==> src/rtl/jtframe_prog_pkg.sv <==
// Shared types and constants for the ROM-download-to-SDRAM bridge.
// The FSM states and byte-lane masks live here so the top and bench agree on encodings.
package jtframe_prog_pkg;

    typedef enum logic [1:0] {
        IDLE = 2'd0,
        REQ  = 2'd1,
        WAIT = 2'd2
    } prog_state_e;

    // A set mask bit means that byte lane is NOT written.
    localparam logic [1:0] MASK_LO   = 2'b10;
    localparam logic [1:0] MASK_HI   = 2'b01;
    localparam logic [1:0] MASK_NONE = 2'b00;
    localparam logic [1:0] MASK_ALL  = 2'b11;

    function automatic logic [1:0] lane_mask(input logic odd);
        return odd ? MASK_HI : MASK_LO;
    endfunction

endpackage

==> src/rtl/jtframe_prog_fifo.sv <==
// Synchronous FIFO with full/empty flags; storage is not reset, only the pointers are.
// A push into a full FIFO is accepted only when a pop happens in the same cycle.
module jtframe_prog_fifo #(
    parameter int WIDTH = 40,
    parameter int DEPTH = 4
) (
    input  logic             clk,
    input  logic             rst_n,
    input  logic             push,
    input  logic [WIDTH-1:0] din,
    input  logic             pop,
    output logic [WIDTH-1:0] dout,
    output logic             full,
    output logic             empty
);

    localparam int AW = $clog2(DEPTH);

    logic [WIDTH-1:0] mem_q [DEPTH];
    logic [AW:0]      wr_ptr_q, wr_ptr_d;
    logic [AW:0]      rd_ptr_q, rd_ptr_d;
    logic             wr_en, rd_en;

    // Extra pointer bit distinguishes full from empty when the indices match.
    always_comb begin
        empty    = (wr_ptr_q == rd_ptr_q);
        full     = (wr_ptr_q[AW] != rd_ptr_q[AW]) &&
                   (wr_ptr_q[AW-1:0] == rd_ptr_q[AW-1:0]);
        rd_en    = pop & ~empty;
        wr_en    = push & (~full | rd_en);
        wr_ptr_d = wr_ptr_q;
        rd_ptr_d = rd_ptr_q;
        if (wr_en) begin
            wr_ptr_d = wr_ptr_q + 1'b1;
        end
        if (rd_en) begin
            rd_ptr_d = rd_ptr_q + 1'b1;
        end
        dout = mem_q[rd_ptr_q[AW-1:0]];
    end

    always_ff @(posedge clk or negedge rst_n) begin
        if (!rst_n) begin
            wr_ptr_q <= '0;
            rd_ptr_q <= '0;
        end else begin
            wr_ptr_q <= wr_ptr_d;
            rd_ptr_q <= rd_ptr_d;
        end
    end

    always_ff @(posedge clk) begin
        if (wr_en) begin
            mem_q[wr_ptr_q[AW-1:0]] <= din;
        end
    end

endmodule

==> src/rtl/jtframe_prog_bridge.sv <==
// Turns the I/O controller's byte stream into masked 16-bit SDRAM write requests via a FIFO.
// Define JTFRAME_PROG_PAIR_EN to merge even/odd byte pairs into a single full-word write.
import jtframe_prog_pkg::*;

module jtframe_prog_bridge #(
    parameter int SDRAMW = 22,
    parameter int DEPTH  = 4
) (
    input  logic              clk,
    input  logic              rst_n,
    input  logic              downloading,
    input  logic [24:0]       ioctl_addr,
    input  logic [7:0]        ioctl_dout,
    input  logic              ioctl_wr,
    output logic [SDRAMW-1:0] prog_addr,
    output logic [15:0]       prog_data,
    output logic [1:0]        prog_mask,
    output logic              prog_we,
    input  logic              prog_ack,
    input  logic              prog_rdy,
    output logic              dwnld_busy,
    output logic              overflow
);

    // Entry layout: {word address, 16-bit data, 2-bit mask}.
    localparam int EW = SDRAMW + 18;

    logic              dl_q;
    logic              dl_rise;
    logic              in_range;
    logic              byte_vld;
    logic              byte_drop;
    logic              byte_odd;
    logic [SDRAMW-1:0] byte_addr;
    logic [EW-1:0]     byte_entry;

    logic              push;
    logic [EW-1:0]     push_entry;
    logic              fifo_pop;
    logic              fifo_full;
    logic              fifo_empty;
    logic [EW-1:0]     fifo_head;
    logic              hold_busy;

    prog_state_e       state_q, state_d;
    logic              prog_we_q, prog_we_d;
    logic [SDRAMW-1:0] prog_addr_q, prog_addr_d;
    logic [15:0]       prog_data_q, prog_data_d;
    logic [1:0]        prog_mask_q, prog_mask_d;
    logic              overflow_q, overflow_d;
    logic              busy_q, busy_d;

    always_comb begin
        dl_rise    = downloading & ~dl_q;
        in_range   = ((ioctl_addr >> (SDRAMW + 1)) == '0);
        byte_vld   = downloading & ioctl_wr & in_range;
        byte_drop  = downloading & ioctl_wr & ~in_range;
        byte_odd   = ioctl_addr[0];
        byte_addr  = ioctl_addr[SDRAMW:1];
        byte_entry = {byte_addr, ioctl_dout, ioctl_dout, lane_mask(byte_odd)};
    end

`ifdef JTFRAME_PROG_PAIR_EN
    logic          dl_fall;
    logic          hold_vld_q, hold_vld_d;
    logic [EW-1:0] hold_q, hold_d;
    logic          hold_odd;

    // A held odd byte can never be merged, so it leaves on the first free cycle.
    always_comb begin
        dl_fall    = dl_q & ~downloading;
        hold_odd   = (hold_q[1:0] == MASK_HI);
        push       = 1'b0;
        push_entry = byte_entry;
        hold_vld_d = hold_vld_q;
        hold_d     = hold_q;
        if (byte_vld) begin
            if (hold_vld_q && !hold_odd && byte_odd && (hold_q[EW-1:18] == byte_addr)) begin
                push       = 1'b1;
                push_entry = {byte_addr, ioctl_dout, hold_q[9:2], MASK_NONE};
                hold_vld_d = 1'b0;
            end else if (hold_vld_q) begin
                push       = 1'b1;
                push_entry = hold_q;
                hold_d     = byte_entry;
            end else if (!byte_odd) begin
                hold_vld_d = 1'b1;
                hold_d     = byte_entry;
            end else begin
                push       = 1'b1;
            end
        end else if (hold_vld_q && (hold_odd || dl_fall)) begin
            push       = 1'b1;
            push_entry = hold_q;
            hold_vld_d = 1'b0;
        end
        hold_busy = hold_vld_q;
    end

    always_ff @(posedge clk or negedge rst_n) begin
        if (!rst_n) begin
            hold_vld_q <= 1'b0;
        end else begin
            hold_vld_q <= hold_vld_d;
        end
    end

    always_ff @(posedge clk) begin
        hold_q <= hold_d;
    end
`else
    always_comb begin
        push       = byte_vld;
        push_entry = byte_entry;
        hold_busy  = 1'b0;
    end
`endif

    jtframe_prog_fifo #(
        .WIDTH (EW),
        .DEPTH (DEPTH)
    ) u_fifo (
        .clk   (clk),
        .rst_n (rst_n),
        .push  (push),
        .din   (push_entry),
        .pop   (fifo_pop),
        .dout  (fifo_head),
        .full  (fifo_full),
        .empty (fifo_empty)
    );

    // Head stays in the FIFO until the SDRAM reports completion, then it is popped.
    always_comb begin
        state_d     = state_q;
        prog_we_d   = prog_we_q;
        prog_addr_d = prog_addr_q;
        prog_data_d = prog_data_q;
        prog_mask_d = prog_mask_q;
        fifo_pop    = 1'b0;
        case (state_q)
            IDLE: begin
                if (!fifo_empty) begin
                    state_d     = REQ;
                    prog_we_d   = 1'b1;
                    prog_addr_d = fifo_head[EW-1:18];
                    prog_data_d = fifo_head[17:2];
                    prog_mask_d = fifo_head[1:0];
                end
            end
            REQ: begin
                if (prog_ack) begin
                    prog_we_d = 1'b0;
                    if (prog_rdy) begin
                        fifo_pop = 1'b1;
                        state_d  = IDLE;
                    end else begin
                        state_d  = WAIT;
                    end
                end
            end
            WAIT: begin
                if (prog_rdy) begin
                    fifo_pop = 1'b1;
                    state_d  = IDLE;
                end
            end
            default: begin
                state_d   = IDLE;
                prog_we_d = 1'b0;
            end
        endcase
    end

    always_comb begin
        overflow_d = overflow_q;
        if (byte_drop || (push && fifo_full && !fifo_pop)) begin
            overflow_d = 1'b1;
        end else if (dl_rise) begin
            overflow_d = 1'b0;
        end
        busy_d = downloading | ~fifo_empty | (state_q != IDLE) | hold_busy;
    end

    always_ff @(posedge clk or negedge rst_n) begin
        if (!rst_n) begin
            state_q     <= IDLE;
            prog_we_q   <= 1'b0;
            prog_addr_q <= '0;
            prog_data_q <= '0;
            prog_mask_q <= MASK_ALL;
        end else begin
            state_q     <= state_d;
            prog_we_q   <= prog_we_d;
            prog_addr_q <= prog_addr_d;
            prog_data_q <= prog_data_d;
            prog_mask_q <= prog_mask_d;
        end
    end

    always_ff @(posedge clk or negedge rst_n) begin
        if (!rst_n) begin
            dl_q       <= 1'b0;
            overflow_q <= 1'b0;
            busy_q     <= 1'b0;
        end else begin
            dl_q       <= downloading;
            overflow_q <= overflow_d;
            busy_q     <= busy_d;
        end
    end

    assign prog_we    = prog_we_q;
    assign prog_addr  = prog_addr_q;
    assign prog_data  = prog_data_q;
    assign prog_mask  = prog_mask_q;
    assign overflow   = overflow_q;
    assign dwnld_busy = busy_q;

endmodule

==> config.mk <==
export PLATFORM = sky130hd
export DESIGN_NAME = jtframe_prog_bridge
export DESIGN_NICKNAME = d
export VERILOG_FILES = /design/src/rtl/jtframe_prog_pkg.sv /design/src/rtl/jtframe_prog_fifo.sv /design/src/rtl/jtframe_prog_bridge.sv
export SDC_FILE = /design/constraint.sdc
export NUM_CORES = 1
export LEC_CHECK = 0
export CAP_MARGIN = 40
export CORE_MARGIN = 4
export CORE_UTILIZATION = 50
export DETAILED_ROUTE_END_ITERATION = 7
export GPL_TIMING_DRIVEN = 0
export HOLD_SLACK_MARGIN = 0.06
export PLACE_DENSITY = 0.73
export SKIP_CTS_REPAIR_TIMING = 1
export SLEW_MARGIN = 25
export SYNTH_ARGS = -nofsm -noshare
export SYNTH_HDL_FRONTEND = slang
export SYNTH_SLANG_ARGS = --single-unit
==> constraint.sdc <==
create_clock -name clk -period 7.77 [get_ports clk]
set_clock_uncertainty 0.05 [all_clocks]
set_input_delay 1.9425 -clock clk [delete_from_list [all_inputs] [get_ports clk]]
set_output_delay 1.9425 -clock clk [all_outputs]
set_load 0.05 [all_outputs]
### Word level (Yosys, flattened, before mapping)

Memory sizes are Yosys's and may differ from the RTL's. A register that Yosys moved wholly into a read port is not among the register bits.
Index checks and enable logic that the tools add are counted.

| word-level totals | value |
|---|---|
| register bits | 12 |
| input port bits | 39 |
| word-level logic and storage cells | 61 |
| memories | 1 |
| RAM bits | 160 |

| operators by class | value |
|---|---|
| add/subtract/negate cells | 2 |
| reductions and logical operators | 13 |
| mux-type cells | 16 |
| equal/unequal tests | 8 |
| bitwise gates (word level) | 14 |

Memories:

| memory | depth | bits a word | read ports | clocked after memory_dff | write ports | line | source |
|---|---|---|---|---|---|---|---|
| u_fifo.mem_q | 4 | 40 | 1 | 1 | 1 | jtframe_prog_fifo.sv:19 | `logic [WIDTH-1:0] mem_q [DEPTH];` |

Operators by type and width:

| cell | number |
|---|---|
| zero test 25 bit | 1 |
| 2-to-1 mux 2 bit | 5 |
| 2-to-1 mux 1 bit | 8 |
| adder 3 x 1 -> 3 bit, second input constant | 2 |
| bitwise AND 1 bit | 6 |
| != test 2 bit, second input constant | 3 |
| case mux 2 bit (3 select lines) | 1 |
| AND reduction 3 bit | 2 |
| NOT 1 bit | 5 |
| nonzero test 2 bit | 2 |
| equality test 3 bit | 1 |
| logical AND 1 bit | 3 |
| bitwise OR 1 bit | 3 |
| case mux 1 bit (3 select lines) | 1 |
| equality test 2 x 1 -> 1 bit, second input constant | 1 |
| equality test 2 bit | 1 |
| equality test 2 bit, second input constant | 1 |
| zero test 1 bit | 2 |
| zero test 2 bit | 1 |
| case mux 1 bit (2 select lines) | 1 |
| AND reduction 2 bit | 1 |
| logical OR 1 bit | 1 |
| != test 1 bit | 1 |

### Logic depth before layout (Yosys ltp)

Gate-level depths: netlist of run 1.

| logic depth | value |
|---|---|
| depth after elaboration | 8 |
| depth in mapped cells | 7 |
| depth with buffers taken out | 6 |

### By module

A second synthesis of run 1 with hierarchy kept.

| unflattened totals | value |
|---|---|
| cells, all modules | 371 |
| area, all modules | 8269.2 sq um |

Modules (own cells, without submodules):

| module | seq. area each (sq um) | cells an instance | area each (sq um) | instances |
|---|---|---|---|---|
| jtframe_prog_fifo | 4954.8 | 253 | 6221.0 | 1 |
| jtframe_prog_bridge | 1153.6 | 118 | 2048.2 | 1 |

### Worst setup path before layout of run 1

OpenSTA, ideal clock, no wires.

| timing path | value |
|---|---|
| path kind | in2reg |
| start point | input port downloading |
| end point | memory u_fifo.mem_q[3][0] (enable) |
| data arrival time | 3.666 ns |
| data required time | 7.299 ns |
| library setup time | 0.421 ns |
| slack | 3.633 ns |
| buffers on the path | 0 |
| stages on the path | 4 |
| cells stage by stage | nand2_1 -> nor3_1 -> nand2_1 -> nor2_1 |

| on the way | value |
|---|---|
| word-level cells in the longest chain between the ends | 5 |

RTL lines:

| what | line | source |
|---|---|---|
| start, declared | jtframe_prog_bridge.sv:11 | `input logic downloading,` |
| bitwise AND 1 bit (2 in a row) | jtframe_prog_bridge.sv:56 | `byte_vld = downloading & ioctl_wr & in_range;` |
| bitwise AND 1 bit | jtframe_prog_fifo.sv:30 | `wr_en = push & (~full \| rd_en);` |
| 2-to-1 mux 1 bit | jtframe_prog_fifo.sv:53 | `if (wr_en) begin` |
| 2-to-1 mux 1 bit (not written as such) | jtframe_prog_fifo.sv:54 | `mem_q[wr_ptr_q[AW-1:0]] <= din;` |
| end, declared | jtframe_prog_fifo.sv:19 |  |

No other way between the ends.

### Worst setup path after layout of run 1

| timing path | value |
|---|---|
| start point | input port downloading |
| end point | memory u_fifo.mem_q[1][14] (enable) |

The elaborated chain is that of the path after synthesis.

==> metrics.md, run 1 <==
| Metric | Value |
|---|---|
| Cell Area, Synth | 6780 sq um |
| Clock root buffer master | clkbuf_16 |
| Post-route ant nets | 0 |
| Share of cells above drive strength 1 | between 20% and 30% |
| CTS Sinks | between 150 and 200 |
| CP max stage delay | ~0.5 ns |
| Gr ovfl total | 0 |
| Non-Filler Instances | ~610 |
| Post-DP HPWL | 7570 microns |
| Final setup viols | 0 |
| Final Slew Violations | 0 |
| Global-route wire length before repair | 19,200 microns |
| Startpoint types | primary input |
| Unrepaired setup endpoints after global routing | false |
| Worst skew pair latency | 0.41 ns |
| Number of synthesized register bits | 172 |
| Final worst slack | around 3.8 ns |
| Peak supply drop | ~0.21 mV |
| Max Fclk | 0.255 GHz |
| Worst Tran Pin Value | about 0.69 ns |
| Status | finished, final reports clean |
| Pre-CTS setup slack | 3.45 ns |
| # Max-Cap Violations | 0 |
| Kind of critical path | primary input to flip-flop |
| Combinational share of power | 44.1% |
| Core Rows | 42 |
| Worst path cell trace | clkdlybuf4s50_1 > nand2_1 > nor3_1 > nor2b_1 > and2_2 > buf_12 |
| Synth warn | 0 |
| Vias in the first global route | 3,404 |
| Fin. Hold Viols | 0 |
| Slew margin rel. | 54.3% |
| Pleak | approximately 0.0031 uW |
| Via/cell ratio | approximately 5.2 |
| Power Total | about 3600 uW |
| Num CTS Buffers | 17 |
| Nets@finish | between 400 and 500 |
| CTS tree | yes |
| NetSw | approximately 1300 uW |
| Max stage delay cell, worst path | clkdlybuf4s50_1 |
| Hold WC Path Type | flip-flop to flip-flop |
| Setup_tns | 0 ns |
| EDFF count, synth | roughly 130 |
| Port Buf Inserts | 81 |
| Count of cell types in the netlist | 35 |
| CTS Buffer Depth | 2 |
| Fin crit share | 50.5% |
| Synth area leader | edfxtp_1 |
| Synthesized instance count | 315 |
| Die height | 124 microns |
| Syn_area_per_cell | 21.5 sq um |
| Multi-input gate area | 1650 sq um |
| Pre-antenna DRT Iters | 4 |
| Initial Utilization | 51.2% |
| Top-area cell type share of the netlist area | a little under three fifths |
| Most common cell after layout, fill and taps aside | edfxtp_1 |
| Io pins | 82 |
| Diode count | 0 |
| Initial antenna violation count | 0 |
| H-tree levels | 4 |
| Synth top area cells | edfxtp_1 (57%), dfrtp_1 (15%), mux4_2 (10%) |
| CP Max Fanout | 22 |
| Register share of total power | 33.7% |
| Ys async rst share | 25.6% |
| Sequential share of the synthesized area | 72.9% |
| Final Wtd Congestion | 0.752 |
| Most frequent cells in the layout | edfxtp_1 (128), clkdlybuf4s50_1 (80), dfrtp_1 (42) |
| DRC Markers | 0 |
| Core Area | 13,200 sq um |
| Reg clk slew, reported paths | ~0.060 ns |
| Switching Fraction | 34.7% |
| Pin count of the biggest net entering global routing | 45 |
| Gr usage total | approximately 16% |
| Fill cells | 937 |
| Pint | 2370 uW |
| CP arrival | about 4.0 ns |
| Die ar. | 15,500 sq um |
| DR WL/cell | 19.7 microns |
| Vias | 3,190 |
| Clock period minus worst slack | ~3.9 ns |
| WL final | 12,000 microns |
| CP endpoint kind | flip-flop |
| Cell Count Post-Placement | 576 |
| Commonest register cell after synthesis | edfxtp_1 |
| Syn-to-layout area delta | 24.7% |
| Synth Net Count | between 300 and 400 |
| P per Cell Area | 429 nW/um^2 |
| Worst EP required | 7.83 ns |
| Die Wd | between 100 and 150 microns |
| Clock power frac | 22.2% |
| Initial DRC Count | 210 |
| Register area | 4950 sq um |
[worst paths after layout]
check,startpoint,endpoint,slack [ns],depth (start not counted)
worst min register to register,dl_q$_DFF_PN0_,overflow$_DFFE_PN0P_,0.44,2
max in group asynchronous,rst_n,state_q[1]$_DFFE_PN0P_,5.74,1
min in group asynchronous,rst_n,prog_addr[11]$_DFFE_PN0P_,1.49,1
worst max-delay path,downloading,u_fifo.mem_q[1][14]$_DFFE_PP_,3.85,6
worst min-delay path,dl_q$_DFF_PN0_,overflow$_DFFE_PN0P_,0.44,2
worst max register to register,state_q[0]$_DFFE_PN0P_,u_fifo.mem_q[1][14]$_DFFE_PP_,5.20,7
[flip-flops by register name, indices dropped and copies added (netlist names)]
| register | cells |
|---|---|
| u_fifo.mem_q | 128 |
| prog_addr | 22 |
| prog_data | 8 |
| u_fifo.rd_ptr_q | 3 |
| u_fifo.wr_ptr_q | 3 |
| prog_mask | 2 |
| state_q | 2 |
| dl_q | 1 |
| dwnld_busy | 1 |
| overflow | 1 |
| prog_we | 1 |
[synthesized netlist by cell type (3+ instances only)]
library cell and instances:
and2_1 4, buf_12 3, buf_2 3, buf_4 10
clkbuf_1 3, dfrtp_1 42, edfxtp_1 128, ha_1 8
inv_1 7, mux2_2 4, mux2_4 30, mux4_2 30
nand2_1 6, nor3_1 3, xnor2_1 4, xor2_1 3
[logic make-up after synthesis]
family	after synthesis	synth area share (%)
DFF	172	72.9
xor gates and xnor gates	8	1.14
and+or+nand+nor	20	1.66
buffers and inverters	27	2.93
muxes	68	18.3
adders and majority gates	8	1.48
AOI/OAI and AO/OA	12	1.53
[routing by layer]
metal / track usage (%) / share of wire (%)
met5: 0 / 0
met4: 4.90 / 1.1
met1: 20.6 / 42
met2: 27.1 / 52
met3: 5.10 / 4.4
[stage by stage]
stage                     instance area, sq um  hold slack [ns]  util (%)
after global routing                      8460            0.466      63.9
after detailed placement                  7900            0.429      59.7
after CTS                                 8460            0.441      63.9
after floorplan                           6780            0.392         -
after global placement                    7820            0.414      59.0
final                                     8460            0.438      63.9
[power by group through the flow]
stage               Sequential, uW  Clock [uW]  Combinational (uW)
detailed placement            1240           0                1620
finish                        1220         806                1600
floorplan                     1540           0                 885
CTS                           1220         822                1620
global placement              1230           0                1580
global route                  1240         867                1680
[area by class of cell]
type,count,area share [%]
clock inverters,11,1.39
well taps,176,2.60
multi-input cells,116,19.5
repair buffers,85,10.5
clock buffers,21,5.20
plain buffers,20,2.04
inverters,7,0.311
flip-flops and latches,172,58.5
[critical path: cells and delay by family]
| family | cells | cell delay [ns] |
|---|---|---|
| simple gates | 4 | 1.28 |
| buf+inv | 2 | 0.75 |
No activity file was read; power rests on OpenSTA's default activity.
==> run 2: changes to the inputs <==
- PLACE_DENSITY: 0.73 -> 0.76
- clock period: 7.77 -> 3.38 ns (I/O delays scaled with it)
==> run 2 against run 1 <==
Net effect: clock-buffer cell count shrank 3; critical path type unchanged; hold slack worse by 0.050 ns; final cell count unchanged; non-clock buffer count stayed put; global-route usage is 0.63 points higher; core utilization is 0.66 points higher; combinational power increased by 130%; sequential power up 130%; critical endpoint is now u_fifo.mem_q[0][23]$_DFFE_PP_; die area unchanged.
==> metrics.md, run 2 (synthesized netlist as in run 1, its figures left out) <==
| Metric | Value |
|---|---|
| Worst skew pair latency | 0.41 ns (about the same) |
| Power Total | 8550 uW (+140%) |
| Register share of total power | 32.9% (-0.8 points) |
| Fin. Hold Viols | 0 (unchanged) |
| Core Area | 13,200 sq um (unchanged) |
| Crit path capture | u_fifo.mem_q[0][23]$_DFFE_PP_ |
| Internal reg-to-reg setup slack | 0.78 ns (-4.42 ns) |
| Hold WC Path Type | primary input to async pin |
| Worst path cell trace | clkdlybuf4s50_1 > nand2_1 > nor3_1 > nor2b_1 > and2_2 > buf_16 |
| Share of cells above drive strength 1 | 28.5% (unchanged) |
| Max stage delay cell, worst path | and2_2 |
| Kind of critical path | primary input to flip-flop |
| Pleak | 0.00311 uW (+0.96%) |
| Pint | 5660 uW (+140%) |
| DRC Markers | 0 (unchanged) |
| Post-DP HPWL | 7770 microns (+2.6%) |
| Final Slew Violations | 0 (unchanged) |
| Final setup viols | 0 (unchanged) |
| Nets@finish | 466 (unchanged) |
| Worst Tran Pin Value | 0.743 ns (+0.0565 ns) |
| RR Startpoint | state_q[0]$_DFFE_PN0P_ |
| Die ar. | 15,500 sq um (unchanged) |
| Gr usage total | 16.9% (+0.63 points) |
| NetSw | 2890 uW (+130%) |
| Die height | 124 microns (unchanged) |
| Bufs and invs on worst path | 2 (unchanged) |
| Reg2Reg Depth | 7 (unchanged) |
| Pin count of the biggest net entering global routing | 45 (unchanged) |
| Initial antenna violation count | 0 (unchanged) |
| Clock period minus worst slack | 2.81 ns |
| Global-route wire length before repair | 19,900 microns (+3.7%) |
| Num CTS Buffers | 17 (unchanged) |
| Startpoint types | primary input |
| CTS Sinks | 172 (unchanged) |
| Combinational share of power | 43.2% (-0.9 points) |
| Initial DRC Count | 150 (-29%) |
| Setup_tns | 0 ns (unchanged) |
| Status | finished, final reports clean |
| Reg clk slew, reported paths | 0.06 ns (about the same) |
| Io pins | 82 (unchanged) |
| Port Buf Inserts | 81 (unchanged) |
| Diode count | 0 (unchanged) |
| Final Wtd Congestion | 0.739 (-1.7%) |
| CP endpoint kind | flip-flop |
| Clock power frac | 23.9% (+1.7 points) |
| Switching Fraction | 33.8% (-0.94 points) |
| DR WL/cell | 20.3 microns (+2.8%) |
| CTS tree | yes |
| Peak supply drop | 0.523 mV (+140%) |
| Via/cell ratio | 5.28 (+0.69%) |
| Post-route ant nets | 0 (unchanged) |
| Max Fclk | between 0.3 and 0.4 GHz |
| Pre-antenna DRT Iters | 4 (unchanged) |
| Vias | 3,212 (+0.69%) |
| Vias in the first global route | 3,535 (+3.8%) |
| WL final | 12,300 microns (+2.8%) |
| Max FFs per register | 128 (unchanged) |
| Gr ovfl total | 0 (unchanged) |
| Syn-to-layout area delta | 26.0% |
| Worst EP required | 3.45 ns (-4.38 ns) |
| Most frequent cells in the layout | edfxtp_1 (128), clkdlybuf4s50_1 (80), dfrtp_1 (42) |
| FF-to-FF End | u_fifo.mem_q[0][23]$_DFFE_PP_ |
| Fill cells | 911 (-2.8%) |
| Critical Path Stages | 6 (unchanged) |
| CP arrival | 2.88 ns (-1.11 ns) |
| Initial Utilization | 51.2% (unchanged) |
| # Max-Cap Violations | 0 (unchanged) |
| Clock root buffer master | clkbuf_16 |
| P per Cell Area | 1000 nW/um^2 (+130%) |
| Die Wd | 124 microns (unchanged) |
| CP max stage delay | 0.52 ns (about the same) |
| Most common cell after layout, fill and taps aside | edfxtp_1 |
| Crit path from | downloading |
| CTS Buffer Depth | 2 (unchanged) |
| Unrepaired setup endpoints after global routing | false |
| Fin crit share | between 80% and 90% |
| Cell family with most CP delay | simple AND/OR/NAND/NOR gates |
| Slew margin rel. | 50.5% (-3.8 points) |
| H-tree levels | 4 (unchanged) |
| CP Max Fanout | 19 (-14%) |
| Core Rows | 42 (unchanged) |
-- run 2: changes by cell type in the layout (fill, tap and decap cells not counted) --
cell        previous run  this run
clkinvlp_4             1         3
clkbuf_1               7         4
clkinv_1               1         4
buf_16                 0         2
clkinv_2               4         1
buf_12                 7         5
bufinv_16              2         5
inv_6                  2         0
-- run 2: stage by stage --
step           util [%]  hold slack [ns]  cells  area, sq um  worst slack (ns)
6_report           64.6            0.388    608         8550             0.566
3_3_place_gp       59.0            0.417    572         7820             -1.52
2_1_floorplan         -            0.392    315         6780             0.340
5_1_grt            64.6            0.429    608         8550             0.444
3_5_place_dp       59.8            0.432    576         7920             0.136
4_1_cts            64.6            0.406    608         8550             0.571
-- run 2: power groups by stage --
stage | clock network, uW | logic (uW) | registers (uW)
2_1_floorplan | 0 | 2040 | 3550
6_report | 2040 | 3690 | 2810
3_3_place_gp | 0 | 3630 | 2840
3_5_place_dp | 0 | 3720 | 2850
5_1_grt | 2190 | 3880 | 2850
4_1_cts | 2090 | 3750 | 2820
-- run 2: area by class of cell --
class | instances | area [sq um] | share of cell area (%)
multi-input cells | 116 | 1650 | 19.3
repair buffers | 85 | 903 | 10.6
inverters | 7 | 26.3 | 0.307
well taps | 176 | 220 | 2.58
plain buffers | 20 | 173 | 2.02
clock buffers | 18 | 429 | 5.02
flip-flops and latches | 172 | 4950 | 57.9
clock inverters | 14 | 201 | 2.36
-- run 2: how the worst min path moves through the flow --
stage | end | depth (start not counted) | start
global placement | overflow$_DFFE_PN0P_ | 2 | dl_q$_DFF_PN0_
detailed placement | overflow$_DFFE_PN0P_ | 2 | dl_q$_DFF_PN0_
floorplan | overflow$_DFFE_PN0P_ | 2 | dl_q$_DFF_PN0_
global route | prog_addr[2]$_DFFE_PN0P_ | 1 | rst_n
CTS | prog_addr[2]$_DFFE_PN0P_ | 1 | rst_n
finish | prog_addr[2]$_DFFE_PN0P_ | 1 | rst_n
-- run 2: layer usage --
metal	wire [microns]	track usage [%]	share of wire (%)
met4	146	6.06	1.2
met1	5150	20.5	42
met3	452	4.37	3.7
met5	0	0	0
met2	6560	29.3	53
==> run 3: changes to the inputs <==
- PLACE_DENSITY: 0.76 -> 0.73
- clock period: 3.38 -> 2.8 ns (I/O delays scaled with it)
==> run 3 against run 2 <==
Net effect: sequential share of layout area grew 0.53 points; worst setup slack lost 0.45 ns; hold slack lost 0.15 ns; combinational power grew 20%; critical endpoint is now u_fifo.mem_q[1][1]$_DFFE_PP_; critical path type unchanged; die area is the same.
==> metrics.md, run 3 (synthesized netlist as in run 1, its figures left out) <==
| Metric | Value |
|---|---|
| Status | finished, final reports clean |
| Pleak | 0.00309 uW (-0.81%) |
| Peak supply drop | 0.499 mV (-4.6%) |
| Initial DRC Count | 204 (+36%) |
| Post-DP HPWL | 7620 microns (-1.9%) |
| Cell Count Post-Placement | 576 (unchanged) |
| Combinational share of power | 43.8% (+0.6 points) |
| Kind of critical path | primary input to flip-flop |
| Num CTS Buffers | 17 (unchanged) |
| Pre-antenna DRT Iters | 4 (unchanged) |
| Vias in the first global route | 3,487 (-1.4%) |
| Die height | 124 microns (unchanged) |
| Gr ovfl total | 0 (unchanged) |
| Via/cell ratio | 5.21 (-1.4%) |
| Clock power frac | 22.3% (-1.6 points) |
| CP arrival | 2.76 ns (-0.12 ns) |
| H-tree levels | 4 (unchanged) |
| Worst skew pair latency | 0.42 ns (about the same) |
| Core Util, Final | 64.0% (-0.59 points) |
| RR Startpoint | state_q[0]$_DFFE_PN0P_ |
| Core Area | 13,200 sq um (unchanged) |
| Pint | 6580 uW (+16%) |
| # Max-Cap Violations | 0 (unchanged) |
| Core Rows | 42 (unchanged) |
| DR WL/cell | 19.4 microns (-4.2%) |
| Port Buf Inserts | 81 (unchanged) |
| Share of cells above drive strength 1 | 28.9% (+0.46 points) |
| Pin count of the biggest net entering global routing | 45 (unchanged) |
| Fin crit share | 96.0% |
| Initial Utilization | 51.2% (unchanged) |
| Post-Layout Inst Area | 8470 sq um (-0.91%) |
| Worst EP required | 2.87 ns (-0.58 ns) |
| Most frequent cells in the layout | edfxtp_1 (128), clkdlybuf4s50_1 (80), dfrtp_1 (42) |
| Final setup viols | 0 (unchanged) |
| Fin. Hold Viols | 0 (unchanged) |
| Diode count | 0 (unchanged) |
| DRC Markers | 0 (unchanged) |
| NetSw | 3470 uW (+20%) |
| CP Max Fanout | 20 (+1) |
| Initial antenna violation count | 0 (unchanged) |
| Slew margin rel. | 52.7% (+2.2 points) |
| Final Slew Violations | 0 (unchanged) |
| Post-route ant nets | 0 (unchanged) |
| Die Wd | 124 microns (unchanged) |
| CTS tree | yes |
| CTS Buffer Depth | 2 (unchanged) |
| Max FFs per register | 128 (unchanged) |
| P per Cell Area | 1190 nW/um^2 (+19%) |
| Unrepaired setup endpoints after global routing | false |
| Worst hold margin | 0.237 ns (-0.152 ns) |
| Clock period minus worst slack | 2.69 ns |
| Max Fclk | ~0.37 GHz |
| Io pins | 82 (unchanged) |
| Gr usage total | 16.2% (-0.66 points) |
| Non-Filler Instances | 608 (unchanged) |
| Reg clk slew, reported paths | 0.06 ns (about the same) |
| CP endpoint kind | flip-flop |
| Worst Tran Pin Value | 0.710 ns (-0.0329 ns) |
| Crit path from | downloading |
| Placed inst area | 7900 sq um (-0.19%) |
| Syn-to-layout area delta | 24.9% |
| Nets@finish | 466 (unchanged) |
| Vias | 3,168 (-1.4%) |
| Final Wtd Congestion | 0.711 (-3.8%) |
| Startpoint types | primary input |
| Most common cell after layout, fill and taps aside | edfxtp_1 |
| Die ar. | 15,500 sq um (unchanged) |
| WL final | 11,800 microns (-4.2%) |
| Internal reg-to-reg setup slack | 0.22 ns (-0.56 ns) |
| Switching Fraction | 34.5% (+0.74 points) |
| Hold WC Path Type | primary input to async pin |
| CTS Sinks | 172 (unchanged) |
| Clock root buffer master | clkbuf_16 |
| Register share of total power | 33.8% (+0.9 points) |
| Global-route wire length before repair | 18,800 microns (-5.4%) |
run 3: per-stage QoR:
stage	total power, uW	TNS, ns	worst slack [ns]
floorplan	6740	0	0.277
global placement	7790	-157.27	-1.09
detailed placement	7910	-24.24	-0.306
CTS	10200	0	0.134
global route	10500	0	0.0459
finish	10100	0	0.111
run 3: path summary, 6_finish.rpt:
| check | end | depth (start not counted) |
|---|---|---|
| worst max-delay path | u_fifo.mem_q[1][1]$_DFFE_PP_ | 6 |
| min in group clk | overflow$_DFFE_PN0P_ | 2 |
| worst min register to register | overflow$_DFFE_PN0P_ | 2 |
| max in group asynchronous | prog_addr[18]$_DFFE_PN0P_ | 1 |
| worst max register to register | u_fifo.mem_q[1][1]$_DFFE_PP_ | 7 |
| worst min-delay path | prog_addr[2]$_DFFE_PN0P_ | 1 |
run 3: critical path: stages:
cell	delay (ns)
clkdlybuf4s50_1	0.50
nand2_1	0.08
nor3_1	0.39
nor2b_1	0.39
and2_2	0.46
buf_12	0.23
run 3: power groups by stage:
stage / sequential, uW / combinational, uW / clock (uW)
3_3_place_gp: 3440 / 4360 / 0
6_report: 3400 / 4410 / 2250
4_1_cts: 3410 / 4480 / 2290
5_1_grt: 3450 / 4660 / 2420
2_1_floorplan: 4280 / 2460 / 0
3_5_place_dp: 3450 / 4460 / 0
run 3: layer usage:
metal  up-vias  GRT usage [%]  part of all wire, %
met5         -              0                    0
li1       1443              -                    -
met2        84           27.7                   52
met1      1621           19.1                   41
met4         0           6.00                  2.1
met3        20           5.57                  5.5
run 3: area by class of cell:
type,instances,area [sq um]
flip-flops and latches,172,4950
fillers,937,4770
multi-input cells,116,1650
repair buffers,85,888
clock buffers,20,447
well taps,176,220
plain buffers,20,173
clock inverters,12,121
inverters,7,26.3
